==> src/rtl/foo_stream.sv <==
// Streaming res = ((a-b)*(3c+1) - 4d) / 2^SHIFT with per-transaction rounding and
// overflow modes, four registered stages and bubble-free valid/ready backpressure.
module foo_stream #(
    parameter int WIDTH = 32,
    parameter int SHIFT = 1,
    parameter int TAG_W = 4
) (
    input  logic                    clk,
    input  logic                    rst,
    input  logic signed [WIDTH-1:0] a_in,
    input  logic signed [WIDTH-1:0] b_in,
    input  logic signed [WIDTH-1:0] c_in,
    input  logic signed [WIDTH-1:0] d_in,
    input  logic [TAG_W-1:0]        tag_in,
    input  logic                    rnd_tz_in,
    input  logic                    sat_in,
    input  logic                    in_valid,
    output logic                    in_ready,
    output logic signed [WIDTH-1:0] res,
    output logic [TAG_W-1:0]        tag_out,
    output logic                    ovf,
    output logic                    out_valid,
    input  logic                    out_ready
);

    localparam int STAGES = 4;
    localparam int DW     = WIDTH + 1;
    localparam int MW     = WIDTH + 2;
    localparam int PW     = 2 * WIDTH + 3;
    localparam int VW     = 2 * WIDTH + 4;

    localparam logic [VW-1:0]        LOW_MASK = (VW'(1) << SHIFT) - VW'(1);
    localparam logic signed [VW-1:0] R_ONE    = VW'(1);
    localparam logic signed [VW-1:0] R_ZERO   = '0;
    localparam logic signed [VW-1:0] R_MAX    = {{(VW-WIDTH+1){1'b0}}, {(WIDTH-1){1'b1}}};
    localparam logic signed [VW-1:0] R_MIN    = {{(VW-WIDTH+1){1'b1}}, {(WIDTH-1){1'b0}}};

    typedef struct packed {
        logic [TAG_W-1:0] tag;
        logic             rnd_tz;
        logic             sat;
    } ctl_t;

    logic [STAGES-1:0] vld_pipe;
    logic adv0, adv1, adv2, adv3;

    // Each stage may load whenever the stage ahead of it is empty or moving.
    assign adv3      = !vld_pipe[3] || out_ready;
    assign adv2      = !vld_pipe[2] || adv3;
    assign adv1      = !vld_pipe[1] || adv2;
    assign adv0      = !vld_pipe[0] || adv1;
    assign in_ready  = adv0;
    assign out_valid = vld_pipe[3];

    logic signed [WIDTH-1:0] a0, b0, c0, d0;
    ctl_t                    ctl0, ctl1, ctl2;
    logic signed [DW-1:0]    diff1;
    logic signed [MW-1:0]    m1, q1, q2;
    logic signed [PW-1:0]    p2;

    always_ff @(posedge clk) begin
        if (adv0 && in_valid) begin
            a0   <= a_in;
            b0   <= b_in;
            c0   <= c_in;
            d0   <= d_in;
            ctl0 <= {tag_in, rnd_tz_in, sat_in};
        end
        if (adv1 && vld_pipe[0]) begin
            diff1 <= DW'(a0) - DW'(b0);
            m1    <= (MW'(c0) <<< 1) + MW'(c0) + MW'(1);
            q1    <= MW'(d0) <<< 2;
            ctl1  <= ctl0;
        end
        if (adv2 && vld_pipe[1]) begin
            p2   <= PW'(diff1) * PW'(m1);
            q2   <= q1;
            ctl2 <= ctl1;
        end
    end

    logic signed [VW-1:0]    v3, r3;
    logic                    rnd_up, ovf_nx;
    logic signed [WIDTH-1:0] res_nx;

    // Toward-zero differs from floor only for negative values with dropped bits.
    always_comb begin
        v3     = VW'(p2) - VW'(q2);
        rnd_up = ctl2.rnd_tz && v3[VW-1] && ((v3 & LOW_MASK) != '0);
        r3     = (v3 >>> SHIFT) + (rnd_up ? R_ONE : R_ZERO);
        ovf_nx = (r3 > R_MAX) || (r3 < R_MIN);
        res_nx = r3[WIDTH-1:0];
        if (ctl2.sat && ovf_nx)
            res_nx = r3[VW-1] ? R_MIN[WIDTH-1:0] : R_MAX[WIDTH-1:0];
    end

    always_ff @(posedge clk) begin
        if (rst) begin
            vld_pipe <= '0;
            res      <= '0;
            tag_out  <= '0;
            ovf      <= 1'b0;
        end else begin
            if (adv0) vld_pipe[0] <= in_valid;
            if (adv1) vld_pipe[1] <= vld_pipe[0];
            if (adv2) vld_pipe[2] <= vld_pipe[1];
            if (adv3) begin
                vld_pipe[3] <= vld_pipe[2];
                if (vld_pipe[2]) begin
                    res     <= res_nx;
                    ovf     <= ovf_nx;
                    tag_out <= ctl2.tag;
                end
            end
        end
    end

endmodule

==> config.mk <==
export PLATFORM = sky130hd
export DESIGN_NAME = foo_stream
export DESIGN_NICKNAME = d
export VERILOG_FILES = /design/src/rtl/foo_stream.sv
export SDC_FILE = /design/constraint.sdc
export NUM_CORES = 2
export LEC_CHECK = 0
export ABC_AREA = 0
export CORE_UTILIZATION = 59
export CTS_CLUSTER_SIZE = 24
export DETAILED_ROUTE_END_ITERATION = 8
export PLACE_DENSITY = 0.8
export SKIP_LAST_GASP = 1
export SLEW_MARGIN = 20
export SYNTH_ARGS = -nofsm -noshare
export SYNTH_HDL_FRONTEND = slang
export SYNTH_SLANG_ARGS = --single-unit
export TNS_END_PERCENT = 50
==> constraint.sdc <==
create_clock -name clk -period 12.5 [get_ports clk]
set_input_delay 3.75 -clock clk [delete_from_list [all_inputs] [get_ports clk]]
set_output_delay 3.75 -clock clk [all_outputs]
set_load 0.02 [all_outputs]
======== Yosys cells after proc, flatten, opt, wreduce, memory -nomap -nowiden ========
Index checks and enable logic that the tools add are counted.
word-level totals
  word-level logic and storage cells ...... 52
  bits of input ports ..................... 138
  flip-flop bits (word level) ............. 385
operators by class
  reductions and logical operators ........ 16
  order comparisons ....................... 2
  mux-type cells .......................... 3
  multiply operators ...................... 1
  add/subtract/negate cells ............... 5
operators by type and width
  cell                     number
  $add A67 B2 Y68          1
  $gt A68 B32 Y1 const B   1
  $lt A68 B32 Y1 const B   1
  $sub A67 B34 Y68         1
  $mul A33 B34 Y67         1
  $mux W32                 2
  $add A33 B32 Y34         1
  $add A34 B2 Y34 const B  1
  $sub A32 B32 Y33         1
  $logic_and A1 B1 Y1      6
  $logic_or A1 B1 Y1       5
  $logic_not A1 Y1         4
  $reduce_and A2 Y1        1
  $mux W1                  1

======== Longest topological paths before layout ========
  depth after elaboration ................. 9
  gate-level depth with buffers ........... 35
  gate-level depth less buffers ........... 33

======== Worst setup path after synthesis ========
Ideal clock, no wire load.
  kind .................................... input port to flip-flop
  start ................................... input port out_ready
  end ..................................... register ctl2[0] (netlist name) (enable)
  arrival ................................. 11.436 ns
  cell stages on the path ................. 2
  library setup time ...................... 0.729 ns
  setup slack ............................. 0.335 ns
  buffers on the path ..................... 0
  cells stage by stage .................... nor2b_1 a21boi_0
between the ends
  word-level cells in the longest chain between the ends .. 3
ends and longest elaborated chain
  element               RTL line  text
  start, declared       23        input logic out_ready
  $logic_or A1 B1 Y1    48        assign adv3 = !vld_pipe[3] || out_ready;
  $logic_or A1 B1 Y1    49        assign adv2 = !vld_pipe[2] || adv3;
  $logic_and A1 B1 Y1   75        if (adv2 && vld_pipe[1]) begin
  end signal, assigned  78        ctl2 <= ctl1;
  end, declared         56        ctl_t ctl0, ctl1, ctl2;
No other way between the ends.
A chain may end at the register's enable or synchronous reset.

======== Worst setup path after layout ========
  start ................................... input port out_ready
  end ..................................... output port in_ready
between the ends
  word-level cells in the longest chain between the ends .. 4
ends and longest elaborated chain
  element             RTL line  text
  $logic_or A1 B1 Y1  48
  $logic_or A1 B1 Y1  49
  $logic_or A1 B1 Y1  50        assign adv1 = !vld_pipe[1] || adv2;
  $logic_or A1 B1 Y1  51        assign adv0 = !vld_pipe[0] || adv1;
  end, declared       18        output logic in_ready,
No other way between the ends.

==> out/qor.log <==
[synth] Post-synth ARST share 0
[synth] cell taking the most area after synthesis sky130_fd_sc_hd__fa_1
[clocking] clock insertion delay at the later pin of the skew report 0.63 ns
[sta] setup repair after global routing missed its margin false
[placement] port buffer count 176
[placement] pre-CTS WS 3.06 ns
[floorplan] Die X 324 um
[setup_path] critical path fanouts, max 6
[global_route] number of global-route vias before repair 48300
[global_route] overall routing resource usage 0.306
[finish] Layout Cells excl Fill 7741
[setup_path] register-to-register path setup slack 3.10 ns
[setup_path] critical path start-end classification input pin to output pin
[placement] DP Area 64300 um^2
[clocking] Root Driver sky130_fd_sc_hd__clkbuf_16
[synth] Simple-Gate Fraction of Synth Area 0.152
[sta] worst setup margin 3.06 ns
[sta] timing-limited maximum frequency 106 MHz
[drt] total detailed-routing wirelength 157000 um
[sta] Final Skew 0.0354 ns
[global_route] antenna violations before repair 0
[floorplan] total I/O pin count 177
[sta] ratio of final minimum period to clock period 0.755
[synth] Yosys cell types 103
[synth] post-synthesis adder-cell area fraction 0.456
[synth] number of synthesized register bits 385
[floorplan] starting utilization of the core area 0.598
[sta] Setup violations, final 0
[synth] sequential area share after synthesis 0.182
[drt] via count of the routed design 44800
[synth] Post-synth top cells sky130_fd_sc_hd__inv_1 (1273), sky130_fd_sc_hd__fa_1 (1179), sky130_fd_sc_hd__nand2_1 (865), sky130_fd_sc_hd__and2_1 (429), sky130_fd_sc_hd__ha_1 (350)
[sta] number of hold-slack violations in the final timing report 0
[drt] Pre-Repair DR Iteration Count 6
[synth] netlist area before placement 61300 um^2
[clocking] cts bufs inserted 42
[synth] number of flops mapped to enable cells by yosys 344
[setup_path] required time at the endpoint of the critical path 8.75 ns
[clocking] number of buffers inserted for hold repair after clock tree synthesis 0
[synth] number of nets in the synthesized netlist 7979
[global_route] aggregate global routing overflow 0
[synth] area share of the largest cell type after synthesis 0.385
[global_route] global route hottest layer met2
[clocking] Clock Pin Slew Worst Setup and Hold Paths 0.06 ns
[synth] Compound-Gate Fraction of Synth Area 0.0826
[drt] Antenna Nets Post-Route 0
[synth] average size of a mapped cell 9.72 um^2
[global_route] largest net degree at the start of global routing 135
[drt] number of vias per cell 5.78
[clocking] Post-CTS Setup Repair Bufs 0
[clocking] clk buf depth 3
[synth] most common cell in the synthesized netlist sky130_fd_sc_hd__inv_1
[placement] Cells after DPL 7663
[drt] violation count after the first detailed-routing iteration 3824
[synth] dominant combinational cell family by area after synthesis adder cells
[global_route] met3 usage 0.0716
[drt] Routed WL per cell 20.3 um
[sta] count of final max-slew check failures 0
[floorplan] die area 105000 um^2
[synth] post-synthesis cell count 6312
[sta] min cycle time layout 9.44 ns
[sta] setup TNS 0 ns
[placement] detailed placement HPWL 120000 um
[placement] last weighted congestion value of the routability-driven placer 0.947
[floorplan] core area 102000 um^2
[finish] area grow syn2layout 7.13%
[sta] Worst slew margin 0.318
[global_route] global-route wire length before repair 255000 um
[clocking] number of gates resized after cts 0
[hold_path] min-delay worst type register to register
[clocking] CTS tree built
[floorplan] site row count 117
[floorplan] Die H 324 um
[finish] summed area of non-filler cells in the final layout 65700 um^2
[sta] worst slew pin tran 1.02 ns
[synth] cell types occupying the most area after synthesis sky130_fd_sc_hd__fa_1 (38%), sky130_fd_sc_hd__edfxtp_1 (17%), sky130_fd_sc_hd__inv_1 (7.8%)
[status] outcome finished, final reports clean
[setup_path] crit path capture type output pin
[drt] total DRC errors in the routed layout 0
[finish] Final nets 8006
[synth] number of warnings printed during yosys synthesis 0
[setup_path] Worst Path Arrival 5.69 ns
[setup_path] nature of the critical path startpoint input pin
[flow_run] reported max-cap violation count 0
[synth] primary flip-flop cell chosen by synthesis mapping sky130_fd_sc_hd__edfxtp_1
[synth] multiplexer fraction of the synthesized cell area 0.00218
[clocking] htree depth 2
[finish] share of layout cells above drive strength 1 0.0366
[global_route] global routing usage on met1 0.405
[synth] synthesized-area fraction occupied by xor and xnor cells 0.0284
[global_route] met2 GRT Util 0.493
[clocking] clock tree sinks 385
==> registers in the layout (all words and copies together) (netlist names), 6 cells and up <==
register  count
m1           34
ctl2          6
c0           32
q1           32
ctl1          6
res          32
b0           32
a0           32
p2           67
ctl0          6
diff1        33
q2           32
d0           32
==> worst paths after layout <==
path / from / end / depth (start not counted)
worst max-delay path: out_ready / in_ready / 5
worst min-delay path: q1[17] / q2[17] / 0
worst min register to register: q1[17] / q2[17] / 0
worst max register to register: m1[9] / p2[66] / 27
==> per-layer routing <==
| layer | wire (um) | share of wire |
|---|---|---|
| met5 | 0 | 0 |
| met4 | 6250 | 0.040 |
| met2 | 72600 | 0.46 |
| met3 | 16300 | 0.10 |
| met1 | 61900 | 0.39 |
==> metrics by stage <==
step	util	hold WS, ns
CTS	0.641	0.417
detailed placement	0.628	0.405
global route	0.641	0.421
global placement	0.628	0.403
finish	0.641	0.417
floorplan	-	0.400
==> placed cells by master (no fill, tap or decap), types with 17 or more instances in the layout <==
cell type,count
sky130_fd_sc_hd__nor4_1,19
sky130_fd_sc_hd__a311oi_2,18
sky130_fd_sc_hd__o21ai_0,108
sky130_fd_sc_hd__fa_1,1178
sky130_fd_sc_hd__o21a_1,40
sky130_fd_sc_hd__ha_1,350
sky130_fd_sc_hd__clkbuf_16,42
sky130_fd_sc_hd__and2_1,429
sky130_fd_sc_hd__a211oi_1,24
sky130_fd_sc_hd__inv_1,1273
sky130_fd_sc_hd__or3_1,25
sky130_fd_sc_hd__nor2_1,223
sky130_fd_sc_hd__nor3_1,65
sky130_fd_sc_hd__nor2b_1,29
sky130_fd_sc_hd__xor2_1,65
sky130_fd_sc_hd__buf_4,83
sky130_fd_sc_hd__o21bai_1,32
sky130_fd_sc_hd__dfxtp_1,41
sky130_fd_sc_hd__nand2_1,865
sky130_fd_sc_hd__o211ai_1,26
sky130_fd_sc_hd__a21o_1,75
sky130_fd_sc_hd__a31oi_1,27
sky130_fd_sc_hd__a21oi_1,174
sky130_fd_sc_hd__and3_1,45
sky130_fd_sc_hd__a21boi_0,17
sky130_fd_sc_hd__xnor2_1,132
sky130_fd_sc_hd__clkdlybuf4s50_1,176
sky130_fd_sc_hd__nand4_1,46
sky130_fd_sc_hd__edfxtp_1,344
sky130_fd_sc_hd__nand2b_1,35
sky130_fd_sc_hd__nand3_1,61
==> cell families after synthesis <==
group,count (synthesis)
buffers and inverters,1550
XOR/XNOR,198
adder cells (fa/ha/maj),1529
AO/OA/AOI/OAI,717
AND/OR/NAND/NOR,1920
multiplexers,13
flip-flops,385
==> worst max-delay path: stages <==
cell                              delay [ns]
sky130_fd_sc_hd__clkdlybuf4s50_1        0.40
sky130_fd_sc_hd__nor2b_1                0.46
sky130_fd_sc_hd__and3_1                 0.41
sky130_fd_sc_hd__nand2_1                0.11
sky130_fd_sc_hd__clkdlybuf4s50_1        0.56
==> cell type report <==
| cell class | instances | area (um^2) |
|---|---|---|
| Multi-Input combinational cell | 4377 | 44300 |
| Fill cell | 8067 | 36800 |
| Sequential cell | 385 | 11200 |
| Inverter | 1273 | 4780 |
| Timing Repair Buffer | 260 | 2400 |
| Tap cell | 1368 | 1710 |
| Clock buffer | 53 | 1110 |
| Clock inverter | 24 | 233 |
| Antenna cell | 1 | 2.50 |
Power is not shown: default switching activity piles up to over one toggle a cycle in this logic, so the estimate is an artifact.
